## src/rtl/dino_jump_ctrl.sv

```systemverilog
// Dino runner jump controller: button edge detect, GROUND/RISE/FALL height
// trajectory advanced on frame ticks, and a registered obstacle-overlap flag.
module dino_jump_ctrl #(
  parameter int unsigned APEX   = 48,
  parameter int unsigned STEP   = 2,
  parameter int unsigned DINO_X = 40,
  parameter int unsigned DINO_W = 20,
  parameter int unsigned DINO_H = 22
) (
  input  logic       clk,
  input  logic       rst,
  input  logic       tick,
  input  logic       btn,
  input  logic [1:0] game_state,
  input  logic [9:0] obs_x,
  input  logic [5:0] obs_w,
  input  logic [5:0] obs_h,
  output logic       jump,
  output logic [7:0] dino_y,
  output logic       airborne,
  output logic       collided
);

  localparam int unsigned XW = 11;
  localparam int unsigned YW = 8;

  localparam logic [1:0] S_GROUND = 2'd0;
  localparam logic [1:0] S_RISE   = 2'd1;
  localparam logic [1:0] S_FALL   = 2'd2;

  localparam logic [1:0] GS_PLAY = 2'b10;
  localparam logic [1:0] GS_DEAD = 2'b01;

  localparam logic [XW-1:0] DINO_L = XW'(DINO_X);
  localparam logic [XW-1:0] DINO_R = XW'(DINO_X + DINO_W - 1);
  localparam logic [YW:0]   APEX_W = (YW + 1)'(APEX);
  localparam logic [YW-1:0] APEX_Y = YW'(APEX);
  localparam logic [YW:0]   STEP_W = (YW + 1)'(STEP);
  localparam logic [YW-1:0] STEP_Y = YW'(STEP);

  if (STEP == 0 || APEX > 255 || DINO_H == 0 || DINO_W == 0 ||
      DINO_X + DINO_W > 1024) begin : g_bad_params
    $error("dino_jump_ctrl: unsupported parameter combination");
  end

  logic [1:0]    state_q, state_d;
  logic [YW-1:0] y_q, y_d;
  logic          btn_q;
  logic          armed_q;
  logic          jump_q;
  logic          collided_q;

  logic          btn_edge;
  logic [YW:0]   y_up;
  logic [XW-1:0] obs_l;
  logic [XW-1:0] obs_r;
  logic          overlap;

  // Edge requires btn to have been seen low since reset, so a button held
  // through reset release never fires.
  assign btn_edge = btn & ~btn_q & armed_q;
  assign y_up     = (YW + 1)'(y_q) + STEP_W;

  // Button history, jump pulse and collision flag.
  always_ff @(posedge clk or negedge rst) begin
    if (!rst) begin
      btn_q      <= 1'b0;
      armed_q    <= 1'b0;
      jump_q     <= 1'b0;
      collided_q <= 1'b0;
    end else begin
      btn_q      <= btn;
      armed_q    <= armed_q | ~btn;
      jump_q     <= btn_edge;
      collided_q <= overlap & (game_state == GS_PLAY);
    end
  end

  // Jump FSM state and height registers.
  always_ff @(posedge clk or negedge rst) begin
    if (!rst) begin
      state_q <= S_GROUND;
      y_q     <= '0;
    end else begin
      state_q <= state_d;
      y_q     <= y_d;
    end
  end

  // Next-state: only in-game advances; dead freezes; anything else grounds.
  always_comb begin
    state_d = state_q;
    y_d     = y_q;
    case (game_state)
      GS_PLAY: begin
        case (state_q)
          S_GROUND: begin
            y_d = '0;
            if (btn_edge) begin
              state_d = S_RISE;
            end
          end
          S_RISE: begin
            if (tick) begin
              if (y_up >= APEX_W) begin
                y_d     = APEX_Y;
                state_d = S_FALL;
              end else begin
                y_d = y_up[YW-1:0];
              end
            end
          end
          S_FALL: begin
            if (tick) begin
              if (y_q <= STEP_Y) begin
                y_d     = '0;
                state_d = S_GROUND;
              end else begin
                y_d = y_q - STEP_Y;
              end
            end
          end
          default: begin
            state_d = S_GROUND;
            y_d     = '0;
          end
        endcase
      end
      GS_DEAD: begin
        state_d = state_q;
        y_d     = y_q;
      end
      default: begin
        state_d = S_GROUND;
        y_d     = '0;
      end
    endcase
  end

  // Widened x extents so obstacle right edge cannot wrap near the screen end.
  assign obs_l   = XW'(obs_x);
  assign obs_r   = XW'(obs_x) + XW'(obs_w) - XW'(1);
  assign overlap = (obs_w != 6'd0) && (obs_l <= DINO_R) && (obs_r >= DINO_L) &&
                   (y_q < YW'(obs_h));

  assign jump     = jump_q;
  assign dino_y   = y_q;
  assign collided = collided_q;
  assign airborne = (state_q == S_RISE) || (state_q == S_FALL);

endmodule

```

## config.mk

```make
export PLATFORM = sky130hd
export DESIGN_NAME = dino_jump_ctrl
export DESIGN_NICKNAME = d
export VERILOG_FILES = /design/src/rtl/dino_jump_ctrl.sv
export SDC_FILE = /design/constraint.sdc
export NUM_CORES = 1
export LEC_CHECK = 0
export ABC_AREA = 1
export CAP_MARGIN = 15
export CORE_MARGIN = 2
export CORE_UTILIZATION = 47
export DETAILED_ROUTE_END_ITERATION = 6
export PLACE_DENSITY = 0.77
export SLEW_MARGIN = 20
export SYNTH_ARGS = -nofsm -noshare
export SYNTH_HDL_FRONTEND = slang
export SYNTH_SLANG_ARGS = --single-unit
```

## constraint.sdc

```tcl
create_clock -name clk -period 1.5 [get_ports clk]
set_clock_uncertainty 0.05 [all_clocks]
set_input_delay 0.15 -clock clk [delete_from_list [all_inputs] [get_ports clk]]
set_output_delay 0.15 -clock clk [all_outputs]
set_load 0.05 [all_outputs]
```

==> results.cfg <==
[power_and_ir_drop]
p_seq_frac = 0.222
cellLeakagePower_nw = 1.71
p_comb_frac = 0.585
p_total_mw = 1.69
pwr-share-clk = 0.193
power.share.switching = 0.398
power.density_mw_per_mm2 = 501
net-switching-power_mw = 0.672
internal_power_mw = 1.02
ir_drop_mv = 0.563

[finish]
most-common-layout-cells = buf_4 (58), inv_1 (45), nand2_1 (44)
diodes = 0
utilization = 0.900
layout_commonest_cell = buf_4
drive_gt1_frac = 0.501
area_growth_pct = 80.4
final_nets = 453

[route]
drc = 0
ant_nets = 0
routed_wl_mm = 7.75
wl_per_cell_um = 17.6
drt_iter0_markers = 305
vias = 2507
dr.pass1.iters = 5
vias_per_cell = 5.68

[synthesis]
synthFlopType = dfrtp_1
async_flop_share = 1.00
syn_inst = 289
synth-edff-count = 0
syn_nets = 348
yosys_warnings = 0
syn_area_per_cell_um2 = 6.46
synth_seq_cells = 13
syn_area_mm2 = 0.00187
synth_cell_type_count = 33
yosysSeqAreaShare = 0.174

[critical_path]
crit_required_ns = 1.59
cpPeakStageDelay_ns = 0.41
crit_family = adder cells
startpoint_type = input pin
cp_max_fo = 2
crit_buf_inv = 4
path_cells = buf_8, inv_8, ha_4, inv_2, ha_4, fa_2, buf_6, xnor2_1, nand3_1, nand2_1, nand3_1, nor2_1, a21oi_1
crit_type = input pin to flip-flop
critPathArrivalTime_ns = 1.93
slowest_stage = fa_2
end_kind = flip-flop

[grt]
grt_first_pass_wirelength_mm = 9.14
grt_pass1_vias = 2143
track_usage = 0.263
overflow = 0
antenna_found_initial = 0
grt_max_degree = 14

[placed_design]
place_congestion = 0.866
hpwl_mm = 3.90
io_buffers = 37

[floorplanning]
die_area_mm2 = 0.00450
start_util = 0.499
die_h_um = 67.0
core_area_mm2 = 0.00374
fp.dieW_um = 67.0
rows = 22
num_io_pins = 39

[sta]
whs_ns = 0.154
max_freq_mhz = 543
final.setup.tns_ns = -2.05
finalHoldViolations = 0
setup_ws_ns = -0.343
min_period_ns = 1.84
rsz0062_at_grt = yes
fin_crit_sh = 1.23
setup_violations = 11
slew_viol_final = 0

[cts]
cts-htree-levels = 1
clk_pin_slew_worst_paths_ns = 0.06
cts_buffers = 3
clk_path_buf_depth = 2
tritoncts = built
cts-root-buf = clkbuf_8
cts_sinks = 13
clock_latency_ns = 0.25

[job]
maxCapViolations = 0

[status]
failed_checks = setup timing
status = finished, violations left

[min_path]
hp-class = input pin to async pin
[power groups by stage]
stage | clock network, mW | logic, mW | registers, mW
3_5_place_dp | 0 | 0.698 | 0.376
6_report | 0.325 | 0.988 | 0.375
3_3_place_gp | 0 | 0.681 | 0.376
2_1_floorplan | 0 | 0.407 | 0.384
4_1_cts | 0.322 | 0.804 | 0.370
5_1_grt | 0.336 | 1.05 | 0.376
[sequential cells by signal, indices dropped and copies added, names as in the netlist]
signal / flops
armed_q: 1
btn_q: 1
collided: 1
dino_y: 7
jump: 1
state_q: 2
[cell usage after synthesis (2+ instances only)]
| master | number | area (um2) |
|---|---|---|
| nor2_2 | 2 | 12.5 |
| ha_1 | 30 | 375 |
| nor2_1 | 19 | 71.3 |
| nor3_1 | 2 | 10.0 |
| o22ai_1 | 2 | 12.5 |
| nand3b_1 | 2 | 15.0 |
| nand3_1 | 25 | 125 |
| xor2_1 | 3 | 26.3 |
| buf_4 | 2 | 15.0 |
| a21oi_1 | 9 | 45.0 |
| o21ai_0 | 8 | 40.0 |
| nand2_2 | 4 | 25.0 |
| nand2_1 | 60 | 225 |
| xnor2_1 | 3 | 26.3 |
| o21ai_1 | 7 | 35.0 |
| dfrtp_1 | 13 | 325 |
| inv_2 | 2 | 7.51 |
| nand4_1 | 9 | 56.3 |
| inv_1 | 71 | 267 |
| o211ai_1 | 2 | 15.0 |
| nand3_2 | 2 | 20.0 |
[layer usage]
metal  share of wire  vias up  global-route usage
li1                -     1123                   -
met1            0.40     1173               0.325
met2            0.48      160               0.465
met3           0.073       51              0.0422
met4           0.047        0              0.0714
met5               0        -                   0
[area by class of cell]
type	count	area (um2)
multi-input cells	201	1700
repair buffers	102	930
inverters	73	294
clock buffers	4	45.0
well taps	48	60.1
flip-flops and latches	13	340
fillers	166	374
[worst reg2reg max path: stages (launching register included)]
cell and delay [ns]:
dfrtp_4 0.51, ha_4 0.19, nand2_4 0.06, inv_2 0.05, nand4_1 0.13, nand2_2 0.15, nand3_2 0.10, o21ai_2 0.16
o21ai_1 0.10, nand2_1 0.06, nand2_1 0.07
[logic make-up after synthesis]
family | synth area share
AOI/OAI and AO/OA | 0.0951
DFF | 0.174
other | 0.00201
buffers and inverters | 0.155
adders and majority gates | 0.212
xor gates and xnor gates | 0.0281
and+or+nand+nor | 0.334
[worst paths after layout]
path	cells past startpoint	startpoint	endpoint	slack (ns)
min in group clk	1	btn	btn_q	0.36
hold / removal	2	rst	dino_y[6]	0.15
hold reg to reg	2	armed_q	armed_q	0.42
max in group asynchronous	2	rst	dino_y[5]	1.05
setup / recovery	13	obs_x[1]	collided	-0.34
setup reg to reg	10	dino_y[1]	dino_y[5]	-0.25
[what timing repair did]
item                                    in CTS  in global routing
endpoints found under the setup margin      10                 11
gates resized for setup                     89                 50
buffers inserted                             8                 10
pin swaps                                   34                 33
hold buffers                                 0                  0
[stage by stage]
step                setup slack, ns  instance area, um2  instances
detailed placement           -0.837                2870        419
global route                 -0.425                3370        441
global placement             -0.767                2870        419
CTS                          -0.122                3150        431
finish                       -0.343                3370        441
floorplan                    -0.128                2030        289
Note: power is estimated with default switching activity, not from simulation.
